$ cat src/rtl/sim_run_controller.sv
// sim_run_controller
//   Run controller for the pipelined core + cache-controller system. Starting from
//   one system clock, it holds the core in reset for a fixed number of cycles and
//   then releases it. It drives NCH programmable clock-enable channels, counts RUN
//   cycles, and ends the run when the cycle budget is used up. If the optional halt
//   detector is built in, a sustained halt indication also ends the run.
//
//   Optional feature macro: HALT_DETECT_EN
//     defined   -> HALT_HOLD consecutive RUN cycles with halt_i=1 end the run
//                  (timeout stays 0).
//     undefined -> halt_i is ignored; only the cycle budget ends a run.
//
//   Ports
//     clk        system clock
//     rst        asynchronous active-high reset
//     start      one-cycle pulse; begins a run from IDLE or DONE
//     div_cfg    channel i divide value at [i*DIV_W +: DIV_W], latched on start
//     halt_i     core halted indication (HALT_DETECT_EN builds only)
//     core_rst_n active-low reset to the pipeline/cache system (registered)
//     ce         per-channel clock enables
//     cycle_cnt  RUN cycles elapsed in the current/last run
//     running    high while in RUN
//     done       sticky, run finished
//     timeout    sticky, run ended by the cycle budget
//
//   state  | meaning
//   -------+--------------------------------------------------------------
//   IDLE   | after reset; core held in reset, enables off
//   HOLD   | core reset asserted for RST_HOLD cycles, all enables on
//   RUN    | core released, dividers active, cycle counter advancing
//   DONE   | run finished; system frozen (enables off), results held

module sim_run_controller #(
   parameter int NCH        = 2,
   parameter int DIV_W      = 4,
   parameter int RST_HOLD   = 5,
   parameter int CNT_W      = 20,
   parameter int MAX_CYCLES = 10000,
   parameter int HALT_HOLD  = 4
) (
   input  logic                 clk,
   input  logic                 rst,
   input  logic                 start,
   input  logic [NCH*DIV_W-1:0] div_cfg,
   input  logic                 halt_i,
   output logic                 core_rst_n,
   output logic [NCH-1:0]       ce,
   output logic [CNT_W-1:0]     cycle_cnt,
   output logic                 running,
   output logic                 done,
   output logic                 timeout
);

   localparam int HOLD_W = (RST_HOLD > 1) ? $clog2(RST_HOLD) : 1;

   typedef enum logic [1:0] {
      S_IDLE = 2'd0,
      S_HOLD = 2'd1,
      S_RUN  = 2'd2,
      S_DONE = 2'd3
   } state_t;

   state_t               state;
   state_t               state_nxt;
   logic [HOLD_W-1:0]    hold_cnt;
   logic [NCH*DIV_W-1:0] div_lat;
   logic [DIV_W-1:0]     ch_cnt [NCH];
   logic                 start_go;
   logic                 timeout_hit;
   logic                 halt_hit;

   assign start_go    = start && ((state == S_IDLE) || (state == S_DONE));
   assign timeout_hit = (state == S_RUN) && (cycle_cnt == CNT_W'(MAX_CYCLES - 1));
   assign running     = (state == S_RUN);

`ifdef HALT_DETECT_EN
   localparam int HALT_W = $clog2(HALT_HOLD + 1);
   logic [HALT_W-1:0] halt_cnt;

   // The run ends on the edge that completes HALT_HOLD consecutive halted cycles.
   assign halt_hit = (state == S_RUN) && halt_i && (halt_cnt == HALT_W'(HALT_HOLD - 1));

   always_ff @(posedge clk or posedge rst) begin
      if (rst) begin
         halt_cnt <= '0;
      end else if ((state == S_RUN) && halt_i) begin
         halt_cnt <= halt_cnt + 1'b1;
      end else begin
         halt_cnt <= '0;
      end
   end
`else
   logic halt_unused;
   assign halt_unused = halt_i;
   assign halt_hit    = 1'b0;
`endif

   always_comb begin
      state_nxt = state;
      case (state)
         S_IDLE, S_DONE: if (start) state_nxt = S_HOLD;
         S_HOLD:         if (hold_cnt == '0) state_nxt = S_RUN;
         S_RUN:          if (timeout_hit || halt_hit) state_nxt = S_DONE;
         default:        state_nxt = S_IDLE;
      endcase
   end

   always_comb begin
      ce = '0;
      for (int i = 0; i < NCH; i++) begin
         ce[i] = (state == S_HOLD) || ((state == S_RUN) && (ch_cnt[i] == '0));
      end
   end

   always_ff @(posedge clk or posedge rst) begin
      if (rst) begin
         state      <= S_IDLE;
         core_rst_n <= 1'b0;
         hold_cnt   <= '0;
         div_lat    <= '0;
         cycle_cnt  <= '0;
         done       <= 1'b0;
         timeout    <= 1'b0;
      end else begin
         state      <= state_nxt;
         // Decoded from the next state so the release lands on the RUN entry edge.
         core_rst_n <= (state_nxt == S_RUN) || (state_nxt == S_DONE);
         if (start_go) begin
            div_lat   <= div_cfg;
            cycle_cnt <= '0;
            done      <= 1'b0;
            timeout   <= 1'b0;
            hold_cnt  <= HOLD_W'(RST_HOLD - 1);
         end else if ((state == S_HOLD) && (hold_cnt != '0)) begin
            hold_cnt <= hold_cnt - 1'b1;
         end
         if (state == S_RUN) begin
            cycle_cnt <= cycle_cnt + 1'b1;
            if (timeout_hit)          timeout <= 1'b1;
            if (timeout_hit || halt_hit) done <= 1'b1;
         end
      end
   end

   // Divider counters sit at 0 outside RUN so every channel fires on the first RUN cycle.
   always_ff @(posedge clk or posedge rst) begin
      if (rst) begin
         for (int i = 0; i < NCH; i++) ch_cnt[i] <= '0;
      end else begin
         for (int i = 0; i < NCH; i++) begin
            if ((state == S_RUN) && (ch_cnt[i] != div_lat[i*DIV_W +: DIV_W])) begin
               ch_cnt[i] <= ch_cnt[i] + 1'b1;
            end else begin
               ch_cnt[i] <= '0;
            end
         end
      end
   end

endmodule
$ cat config.mk
export PLATFORM = sky130hd
export DESIGN_NAME = sim_run_controller
export DESIGN_NICKNAME = d
export VERILOG_FILES = /design/src/rtl/sim_run_controller.sv
export SDC_FILE = /design/constraint.sdc
export NUM_CORES = 1
export LEC_CHECK = 0
export BUFFER_PORTS_ARGS = -buffer_cell sky130_fd_sc_hd__buf_2
export CAP_MARGIN = 20
export CORE_AREA = 2 2 68 86
export DETAILED_ROUTE_END_ITERATION = 10
export DIE_AREA = 0 0 70 88
export SLEW_MARGIN = 5
export SYNTH_ARGS = -nofsm -noshare
export SYNTH_HDL_FRONTEND = slang
export SYNTH_SLANG_ARGS = --single-unit
$ cat constraint.sdc
create_clock -name clk -period 5.68 [get_ports clk]
set_clock_uncertainty 0.05 [all_clocks]
set_input_delay 0.852 -clock clk [delete_from_list [all_inputs] [get_ports clk]]
set_output_delay 0.852 -clock clk [all_outputs]
set_load 0.02 [all_outputs]
======== Word-level counts from Yosys, hierarchy flattened ========
Index checks and enable logic that the tools add are counted.
storage, ports and cells
  register bits after elaboration ......... 44
  latch bits .............................. 0
  bits in writable memories ............... 0
  bits in read-only memories .............. 0
  bits of input ports ..................... 12
  output and inout bits ................... 26
  word-level logic and storage cells ...... 56
  memories ................................ 0
cells by class
  add/subtract/negate cells ............... 4
  multipliers ............................. 0
  div/mod/pow operators ................... 0
  order comparisons ....................... 0
  equality and inequality tests ........... 8
  shift-type cells ........................ 0
  multiplexer cells ....................... 16
  bitwise operators ....................... 0
  reductions and logical operators ........ 19
operator list
  kind                                                   count
  2-to-1 mux 20 bit                                      2
  adder 20 x 1 -> 20 bit, second input constant          1
  equality test 20 x 14 -> 1 bit, second input constant  1
  adder 4 x 1 -> 4 bit, second input constant            2
  equality test 2 bit, second input constant             4
  logical NOT 4 bit                                      2
  2-to-1 mux 4 bit                                       2
  inequality test 4 bit                                  2
  logical AND 1 bit                                      7
  2-to-1 mux 1 bit                                       6
  2-to-1 mux 2 bit                                       3
  2-to-1 mux 3 bit                                       2
  case mux 2 bit (3 select lines)                        1
  logical OR 1 bit                                       4
  nonzero test 2 bit                                     2
  logical NOT 3 bit                                      1
  nonzero test 3 bit                                     1
  subtractor 3 x 1 -> 3 bit, second input constant       1
  equality test 2 x 1 -> 1 bit, second input constant    1
  logical NOT 2 bit                                      1
  OR reduction 2 bit                                     1

======== Longest topological paths before layout ========
Gate-level depths: netlist of run 1.
  depth in word-level cells ............... 6
  depth in mapped cells ................... 7

======== Least setup slack after synthesis of run 1 ========
No wires, ideal clock.
  path kind ............................... flip-flop to output port
  start point ............................. register core_rst_n (netlist name)
  end point ............................... output port ce[0]
  data arrival time ....................... 1655 ps
  path slack .............................. 3123 ps
  stages on the path, launching flop included .. 5
  buffers on the path ..................... 2
  cells stage by stage .................... dfrtp_1 -> ha_1 -> clkbuf_1 -> clkbuf_1 -> a31o_2
RTL lines
  element           RTL line  text
  end: declaration  47        output logic [NCH-1:0] ce,

======== Final worst setup path of run 1 ========
  start point ............................. register state[0]
  end point ............................... output port ce[1]
on the way
  word-level cells in the longest chain between the ends .. 3
  elaborated cells between the ends (all ways) .. 4
  classes of those cells .................. eq/ne: 2; reduce/logical: 2
RTL lines
  element                   RTL line  text
  start: declaration        63        state_t state;
  start signal: assignment  125       state <= state_nxt;
  equality test 2 bit       111       ce[i] = (state == S_HOLD) || ((state == S_RUN) && (ch_cnt[i] == '0));
  logical AND 1 bit         111
  logical OR 1 bit *        111
Mark *: on every way between the ends. The rest lies on a longest branch, timed or not.

==> results of run 1 <==
## path summary, 6_finish.rpt
check / start / endpoint / slack (ns) / cells past startpoint
worst max-delay path: state[0] / ce[1] / 2.93 / 4
worst min-delay path: timeout / timeout / 0.43 / 2
worst max register to register: state[0] / cycle_cnt[19] / 3.00 / 6
worst min register to register: timeout / timeout / 0.43 / 2
max in group asynchronous: rst / cycle_cnt[18] / 4.57 / 3
min in group asynchronous: rst / div_lat[6] / 0.63 / 3
## synthesized netlist by cell type, types with 2 or more instances
master	number	area share
and4_1	3	0.012
nor4_1	2	0.0057
o31ai_1	4	0.014
nand3_1	11	0.025
mux2i_1	5	0.023
nand4_1	10	0.029
o21a_1	2	0.0069
o41ai_1	2	0.0080
xor2_1	11	0.044
o31ai_2	2	0.011
a21oi_1	5	0.011
a31o_2	2	0.0080
mux2_2	8	0.041
xnor2_1	4	0.016
o22ai_1	2	0.0057
dfrtp_1	43	0.49
ha_1	9	0.051
o21ai_0	12	0.027
inv_1	15	0.026
and3_1	2	0.0057
nor2_1	13	0.022
o211ai_2	4	0.023
clkbuf_1	7	0.012
nand2_1	22	0.038
## per-stage QoR
stage / utilization / area, µm²
finish: 0.474 / 2530
detailed placement: 0.452 / 2410
global route: 0.474 / 2530
floorplan: - / 2190
global placement: 0.452 / 2410
CTS: 0.474 / 2530
## layer usage
| layer | GRT usage | wire length (µm) | vias to the layer above | share of wire |
|---|---|---|---|---|
| met5 | 0 | 0 | - | 0 |
| met4 | 0.0332 | 43 | 0 | 0.0099 |
| met3 | 0.0380 | 187 | 5 | 0.043 |
| met2 | 0.266 | 2170 | 34 | 0.50 |
| met1 | 0.179 | 1940 | 807 | 0.45 |
| li1 | - | - | 818 | - |
## cells by family after synthesis
| group | after synthesis |
|---|---|
| AOI/OAI and AO/OA | 39 |
| xor gates and xnor gates | 15 |
| adders and majority gates | 9 |
| buffers and inverters | 24 |
| DFF | 43 |
| muxes | 13 |
| and+or+nand+nor | 69 |
## worst max-delay path, stage by stage, from the launching register on
cell,delay [ns]
dfrtp_1,0.42
inv_1,0.07
ha_1,0.63
a31o_2,0.27
buf_2,0.16
## sequential cells by signal, indices dropped and copies added, names as in the netlist
name / count
ch_cnt: 8
core_rst_n: 1
cycle_cnt: 20
div_lat: 8
done: 1
hold_cnt: 3
state: 1
timeout: 1
## cell type report
cell class              instances  area, µm²  share of cell area
flip-flops and latches         43       1080               0.426
multi-input cells             145       1010               0.400
repair buffers                 37        188              0.0742
clock buffers                   6       82.6              0.0327
well taps                      64       80.1              0.0317
inverters                      15       56.3              0.0223
clock inverters                 2       35.0              0.0139
## power by group through the flow
stage,clock network (µW),registers [µW],logic [µW]
2_1_floorplan,0,402,237
3_3_place_gp,0,402,305
3_5_place_dp,0,404,311
4_1_cts,256,398,312
5_1_grt,264,405,343
6_report,248,397,304
==> metrics.yaml, run 1 <==
yosys:
  avgSynthCellArea_um2: 10.3
  synth_top_family_by_area: "simple AND/OR/NAND/NOR gates"
  synth_edf_count: 0
  muxShareOfSynthArea: 0.0640
  synth-simple-area-share: 0.157
  synth_fa_ha_area_frac: 0.0515
  ys_seq_elements: 43
  ys_types: 36
  synth-xor-area-share: 0.0600
  ys.warnings.count: 0
  synth_area_um2: 2190
  synthArstFlopShare: 1.00
  syn_nets: 233
  yosysSeqAreaShare: 0.492
  ys.flop_type: "dfrtp_1"
  synth_compound_area_frac: 0.130
  syn_inst: 212
worst_setup_path:
  cp_max_fo: 22
  end_kind: "primary output"
  critical_path_class: "reg2out"
  cp-start-kind: "register"
  arrival_ns: 1.85
  required_ns: 4.78
clocking:
  post_cts_buffers: 0
  clk_pin_slew_ns: 0.09
  cts_hold_buf: 0
  cts_buffers: 5
  clock_latency_ns: 0.29
  cts_tree: "yes"
  cts_resized: 0
  clockBufferDepth: 2
  cts_root_buf: "clkbuf_8"
  h-tree-depth: 2
  clkSinkCount: 43
sta:
  timing.slew.headroom: 0.502
  tns_ns: 0
  finalHoldViolations: 0
  min_period_over_period: 0.484
  finalCriticalPeriod_ns: 2.75
  rsz0062_at_grt: "false"
  worst_hold_slack_ns: 0.428
  max_freq_mhz: 363
  worst_slack_ns: 2.93
  setup_viol: 0
  slew_violations: 0
  worst_pin_slew_ns: 0.747
floorplanning:
  start_util: 0.411
  ios: 38
  die_w_um: 70
  dieArea_um2: 6160
  core_um2: 5330
  fp-row-count: 30
  fp.dieH_um: 88
power_and_ir_drop:
  combPwrFrac: 0.321
  seq_power_share: 0.418
  irDropWorstVdd_v: 0.000165
  power_uw: 949
  p_int_uw: 633
  power_density_nw_per_um2: 375
  switching_share: 0.334
  cellLeakagePower_uw: 0.00123
  switchingPower_uw: 317
  p_clk_frac: 0.261
global_routing:
  grt_pass1_wl_um: 7330
  antenna_found_initial: 0
  grt.overflow.total: 0
  track_usage: 0.148
  grt_pass1_vias: 1581
  grt_max_degree: 44
route:
  firstDrtPassIters: 4
  routed_wl_um: 4350
  drc: 0
  viasPerCell: 5.33
  ant_nets: 0
  drtIter0Drc: 110
  vias: 1664
  wire_per_inst_um: 13.9
job:
  maxCapViolations: 0
final_layout:
  layout_common_cells: "dfrtp_1, buf_2, nand2_1"
  nets: 268
  drive_above_1_share: 0.246
  fin_cells: 312
  antennaDiodeCount: 0
  mostFrequentLayoutCell: "dfrtp_1"
  area_delta_synth_final_pct: 15.6
  n_fill_cell: 524
placement:
  gp_congestion: 0.773
  dp_cells: 304
  pre_cts_slack_ns: 3.05
  port_buffers: 36
  dpl.hpwl_um: 3060
hold_path:
  hp-class: "reg2reg"
run_status:
  outcome: "completed"
(Power assumes the default switching activity.)
==> inputs of run 2 (changes only) <==
--- a/config.mk
+++ b/config.mk
@@ -5,11 +5,12 @@
 export SDC_FILE = /design/constraint.sdc
 export NUM_CORES = 1
 export LEC_CHECK = 0
+export ABC_AREA = 1
 export BUFFER_PORTS_ARGS = -buffer_cell sky130_fd_sc_hd__buf_2
 export CAP_MARGIN = 20
-export CORE_AREA = 2 2 68 86
+export CORE_AREA = 2 2 70 88
 export DETAILED_ROUTE_END_ITERATION = 10
-export DIE_AREA = 0 0 70 88
+export DIE_AREA = 0 0 72 90
 export SLEW_MARGIN = 5
 export SYNTH_ARGS = -nofsm -noshare
 export SYNTH_HDL_FRONTEND = slang
==> constraint.sdc (replaced) <==
create_clock -name clk -period 2.53 [get_ports clk]
set_clock_uncertainty 0.05 [all_clocks]
set_input_delay 0.3795 -clock clk [delete_from_list [all_inputs] [get_ports clk]]
set_output_delay 0.3795 -clock clk [all_outputs]
set_load 0.02 [all_outputs]
==> metrics.yaml, run 2 <==
run_status:
  outcome: "completed"
sta:
  timing.slew.headroom: 0.637  # +0.135
  finalHoldViolations: 0  # unchanged
  setup_viol: 0  # unchanged
  worst_pin_slew_ns: 0.544  # -0.203 ns
  slew_violations: 0  # unchanged
  worst_slack_ns: 0.306  # -2.62 ns
  min_period_over_period: 0.879
  max_freq_mhz: 450
  finalCriticalPeriod_ns: 2.22
  tns_ns: 0  # unchanged
  rsz0062_at_grt: "false"
worst_setup_path:
  r2r-start: "core_rst_n"
  critical_path_class: "reg2out"
  ff2ff_path_depth: 8  # +2
  cp-start-kind: "register"
  required_ns: 2.10  # -2.68 ns
  arrival_ns: 1.79  # -0.06 ns
  rr_endpoint: "cycle_cnt[18]"
  end_kind: "primary output"
  cp_max_fo: 13  # -41%
  rrSetupSlack_ns: 0.61  # -2.39 ns
clocking:
  cts_root_buf: "clkbuf_8"
  cts_resized: 0  # unchanged
  cts_tree: "yes"
  clk_pin_slew_ns: 0.09  # about the same
  cts_hold_buf: 0  # unchanged
  h-tree-depth: 2  # unchanged
  cts_buffers: 5  # unchanged
  clkSinkCount: 43  # unchanged
  clock_latency_ns: 0.30  # about the same
  post_cts_buffers: 0  # unchanged
  clockBufferDepth: 2  # unchanged
yosys:
  ys_types: 24  # -33%
  synthArstFlopShare: 1.00  # unchanged
  yosysSeqAreaShare: 0.470  # -0.0218
  ys.warnings.count: 0  # unchanged
  synth_area_um2: 2290  # +4.6%
  yosysMostFrequentCell: "nand2_1"
  avgSynthCellArea_um2: 7.76  # -25%
  yosysTopAreaCellShare: 0.470  # -0.0218
  synth_common_cells: "nand2_1, dfrtp_1, inv_1"
  ys.flop_type: "dfrtp_1"
  syn_nets: 316  # +36%
  yosysTopAreaCell: "dfrtp_1"
  syn_inst: 295  # +39%
  synth_edf_count: 0  # unchanged
  ys_seq_elements: 43  # unchanged
  ys_top_cells_by_area: "dfrtp_1, nand2_1, inv_1"
final_layout:
  area_delta_synth_final_pct: 16.1
  nets: 361  # +35%
  mostFrequentLayoutCell: "nand2_1"
  seqCellArea_um2: 1080  # unchanged
  top_regs: "cycle_cnt x20, ch_cnt x8, div_lat x8"
  multi_input_area_um2: 1030  # +2.0%
  antennaDiodeCount: 0  # unchanged
  regMostFlops: "cycle_cnt"
  fin_cells: 407  # +30%
  drive_above_1_share: 0.161  # -0.0847
  layout_common_cells: "nand2_1, dfrtp_1, inv_1, nor2_1, buf_2"
  largest_reg_flops: 20  # unchanged
  n_fill_cell: 594  # +13%
placement:
  gp_congestion: 0.964  # +25%
  pre_cts_slack_ns: 0.602  # -2.45 ns
  port_buffers: 36  # unchanged
  dpl.hpwl_um: 3660  # +19%
  dp_cells: 399  # +31%
global_routing:
  antenna_found_initial: 0  # unchanged
  track_usage: 0.169  # +0.0211
  grt_pass1_vias: 1976  # +25%
  grt_pass1_wl_um: 8780  # +20%
  grt_max_degree: 44  # unchanged
  grt.overflow.total: 0  # unchanged
power_and_ir_drop:
  power_uw: 1960  # +110%
  irDropWorstVdd_v: 0.000478  # +190%
  power_density_nw_per_um2: 736  # +96%
  cellLeakagePower_uw: 0.00140  # +14%
floorplanning:
  die_w_um: 72  # +2.9%
  fp.dieH_um: 90  # +2.3%
  dieArea_um2: 6480  # +5.2%
  core_um2: 5700  # +7.0%
  fp-row-count: 31  # +3.3%
  ios: 38  # unchanged
  start_util: 0.402  # -0.00898
route:
  firstDrtPassIters: 4  # unchanged
  viasPerCell: 4.87  # -8.7%
  routed_wl_um: 4910  # +13%
  wire_per_inst_um: 12.1  # -13%
  ant_nets: 0  # unchanged
  drtIter0Drc: 98  # -11%
  drc: 0  # unchanged
  vias: 1982  # +19%
job:
  maxCapViolations: 0  # unchanged
hold_path:
  hp-class: "in2async"
## run 2: cell types whose count changed after synthesis, sizes merged, moves of 7 or more
cell | previous run | this run
xor2 | 11 | 4
mux2 | 8 | 0
nand2 | 22 | 74
inv | 15 | 45
nor2 | 13 | 45
nand3 | 11 | 28
## run 2: power breakdown
| part | switching, µW | internal, µW | leakage, µW |
|---|---|---|---|
| Combinational | 392 | 248 | 0.000783 |
| Sequential | 84.8 | 801 | 0.000578 |
| Clock | 238 | 194 | 0.0000422 |
## run 2: metal layers
layer  global-route usage  share of wire
met3               0.0348          0.042
met1                0.205           0.43
met4               0.0692          0.028
met5                    0              0
met2                0.285           0.50
## run 2: critical path, stage by stage, from the launching register on
cell	delay [ns]
dfrtp_1	0.42
inv_1	0.07
ha_1	0.45
nand2_1	0.10
o31ai_1	0.24
buf_2	0.21
## run 2: cell type report
cell class | count | area share
Clock buffer | 7 | 0.0287
Clock inverter | 1 | 0.00188
Multi-Input combinational cell | 204 | 0.388
Timing Repair Buffer | 41 | 0.0819
Sequential cell | 43 | 0.405
Tap cell | 66 | 0.0311
Inverter | 45 | 0.0636
## run 2: cells by family after synthesis
logic type | synth area share
and+or+nand+nor | 0.287
buffers and inverters | 0.0798
DFF | 0.470
AOI/OAI and AO/OA | 0.0683
xor gates and xnor gates | 0.0459
adders and majority gates | 0.0492
## run 2: worst max path at each step
stage	cells past startpoint	start	endpoint
2_1_floorplan	4	core_rst_n	ce[0]
3_3_place_gp	5	state[0]	ce[0]
3_5_place_dp	8	core_rst_n	cycle_cnt[18]
4_1_cts	5	state[0]	ce[0]
5_1_grt	5	state[0]	ce[0]
6_report	5	state[0]	ce[0]
## run 2: metrics by stage
| step | hold WS (ns) | instance area (µm²) | utilization |
|---|---|---|---|
| finish | 0.149 | 2660 | 0.466 |
| global route | 0.210 | 2660 | 0.466 |
| CTS | 0.177 | 2660 | 0.466 |
| detailed placement | 0.413 | 2580 | 0.452 |
| global placement | 0.413 | 2580 | 0.452 |
| floorplan | 0.418 | 2290 | - |
==> inputs of run 3 (changes only) <==
--- a/config.mk
+++ b/config.mk
@@ -6,11 +6,15 @@
 export NUM_CORES = 1
 export LEC_CHECK = 0
 export ABC_AREA = 1
+export ABC_CLOCK_PERIOD_IN_PS = 2530
 export BUFFER_PORTS_ARGS = -buffer_cell sky130_fd_sc_hd__buf_2
 export CAP_MARGIN = 20
-export CORE_AREA = 2 2 70 88
+export CELL_PAD_IN_SITES_DETAIL_PLACEMENT = 2
+export CELL_PAD_IN_SITES_GLOBAL_PLACEMENT = 2
+export CORE_AREA = 2 2 83 105
 export DETAILED_ROUTE_END_ITERATION = 10
-export DIE_AREA = 0 0 72 90
+export DIE_AREA = 0 0 85 107
+export PLACE_DENSITY_LB_ADDON = 0.1
 export SLEW_MARGIN = 5
 export SYNTH_ARGS = -nofsm -noshare
 export SYNTH_HDL_FRONTEND = slang
==> metrics.yaml, run 3 (synthesis results as in run 2) <==
run_status:
  outcome: "completed"
clocking:
  cts_hold_buf: 0  # unchanged
  clock_latency_ns: 0.29  # about the same
  clk_pin_slew_ns: 0.09  # about the same
  post_cts_buffers: 0  # unchanged
  cts_resized: 0  # unchanged
  cts_tree: "yes"
  h-tree-depth: 2  # unchanged
  cts_buffers: 5  # unchanged
  clkSinkCount: 43  # unchanged
  clockBufferDepth: 2  # unchanged
  cts_root_buf: "clkbuf_8"
worst_setup_path:
  arrival_ns: 1.75  # -0.04 ns
  r2r-start: "core_rst_n"
  slowest_stage: "dfrtp_1"
  cp-start-kind: "register"
  rr_endpoint: "hold_cnt[1]"
  slowest_delay_ns: 0.42  # -0.03 ns
  ff2ff_path_depth: 8  # unchanged
  critical_path_class: "reg2out"
  rrSetupSlack_ns: 0.65  # +0.04 ns
  startpoint: "state[0]"
  required_ns: 2.10  # about the same
  path_cells: "inv_1 -> ha_1 -> nand2_1 -> o31ai_1 -> buf_2"
  crit_end: "ce[0]"
  cp_max_fo: 11  # -2
  end_kind: "primary output"
placement:
  dpl_cell_area_um2: 2630  # +2.1%
  dp_cells: 432  # +8.3%
  port_buffers: 36  # unchanged
  gp_congestion: 0.749  # -22%
  dpl.hpwl_um: 5110  # +40%
sta:
  finalCriticalPeriod_ns: 2.18  # -0.0402 ns
  worst_pin_slew_ns: 0.774  # +0.229 ns
  slew_violations: 0  # unchanged
  rsz0062_at_grt: "false"
  max_freq_mhz: 458  # +1.8%
  setup_viol: 0  # unchanged
  min_period_over_period: 0.863  # -0.0159
  timing.slew.headroom: 0.481  # -0.156
  finalHoldViolations: 0  # unchanged
  worst_hold_slack_ns: 0.0631  # -0.0860 ns
  tns_ns: 0  # unchanged
floorplanning:
  dieArea_um2: 9100  # +40%
  fp.dieH_um: 107  # +19%
  die_w_um: 85  # +18%
  core_um2: 8100  # +42%
  ios: 38  # unchanged
  start_util: 0.283  # -0.119
  fp-row-count: 37  # +19%
final_layout:
  drive_above_1_share: 0.169  # +0.00781
  area_delta_synth_final_pct: 18.6
  multi_input_area_um2: 1030  # unchanged
  nets: 363  # +0.55%
  fin_cells: 440  # +8.1%
  final_area_um2: 2720  # +2.2%
  top_regs: "cycle_cnt x20, ch_cnt x8, div_lat x8"
  antennaDiodeCount: 0  # unchanged
  regMostFlops: "cycle_cnt"
  mostFrequentLayoutCell: "nand2_1"
  seqCellArea_um2: 1080  # unchanged
  n_fill_cell: 968  # +63%
  layout_common_cells: "nand2_1, dfrtp_1, inv_1, nor2_1, buf_2"
  fin_util: 0.335  # -0.131
  largest_reg_flops: 20  # unchanged
route:
  firstDrtPassIters: 4  # unchanged
  vias: 2093  # +5.6%
  wire_per_inst_um: 14.4  # +19%
  drc: 0  # unchanged
  ant_nets: 0  # unchanged
  drtIter0Drc: 21  # -79%
  routed_wl_um: 6320  # +29%
  viasPerCell: 4.76  # -2.3%
global_routing:
  antenna_found_initial: 0  # unchanged
  grt.overflow.total: 0  # unchanged
  grt_pass1_vias: 2318  # +17%
  track_usage: 0.153  # -0.0156
  grt_pass1_wl_um: 11100  # +27%
  grt_max_degree: 22  # -50%
power_and_ir_drop:
  power_density_nw_per_um2: 739  # +0.40%
  irDropWorstVdd_v: 0.000311  # -35%
  cellLeakagePower_uw: 0.00141  # +0.59%
job:
  maxCapViolations: 0  # unchanged
hold_path:
  hp-class: "in2async"
## run 3: cell types whose count changed in the layout (fill, tap and decap cells not counted), sizes merged
cell | before | now
clkinvlp | 0 | 1
clkbuf | 7 | 6
buf | 41 | 43
## run 3: through the flow
step | power, µW | setup slack [ns]
3_3_place_gp | 1580 | 0.583
3_5_place_dp | 1600 | 0.602
6_report | 2010 | 0.346
4_1_cts | 2070 | 0.275
2_1_floorplan | 1360 | 0.366
5_1_grt | 2200 | 0.138
## run 3: report_power, final
group / switching [µW] / internal [µW]
Clock: 250 / 194
Sequential: 83.3 / 801
Combinational: 423 / 257
## run 3: per-layer routing
layer | vias to the layer above | wire [µm] | GRT usage
met2 | 31 | 3380 | 0.287
met1 | 1034 | 2650 | 0.177
li1 | 1022 | - | -
met4 | 0 | 95 | 0.0420
met5 | - | 0 | 0
met3 | 6 | 192 | 0.0246
## run 3: cell type report
class                   count  area share
clock buffers               6      0.0267
clock inverters             2     0.00461
inverters                  45      0.0622
multi-input cells         204       0.380
flip-flops and latches     43       0.396
well taps                  97      0.0447
repair buffers             43      0.0857
## run 3: critical path, delay by kind of cell, from the launching register on
family	cells	cell delay (ns)
compound gates	1	0.23
fa+ha+maj	1	0.42
buf+inv	2	0.28
flops	1	0.42
simple gates	1	0.10
## run 3: how the worst min path moves through the flow
stage	start	slack [ns]	cells after the start	endpoint
2_1_floorplan	div_lat[3]	0.42	2	div_lat[3]
3_3_place_gp	rst	0.42	2	ch_cnt[3]
3_5_place_dp	rst	0.42	2	ch_cnt[3]
4_1_cts	rst	0.09	2	ch_cnt[3]
5_1_grt	rst	0.11	2	ch_cnt[3]
6_report	rst	0.06	2	ch_cnt[3]
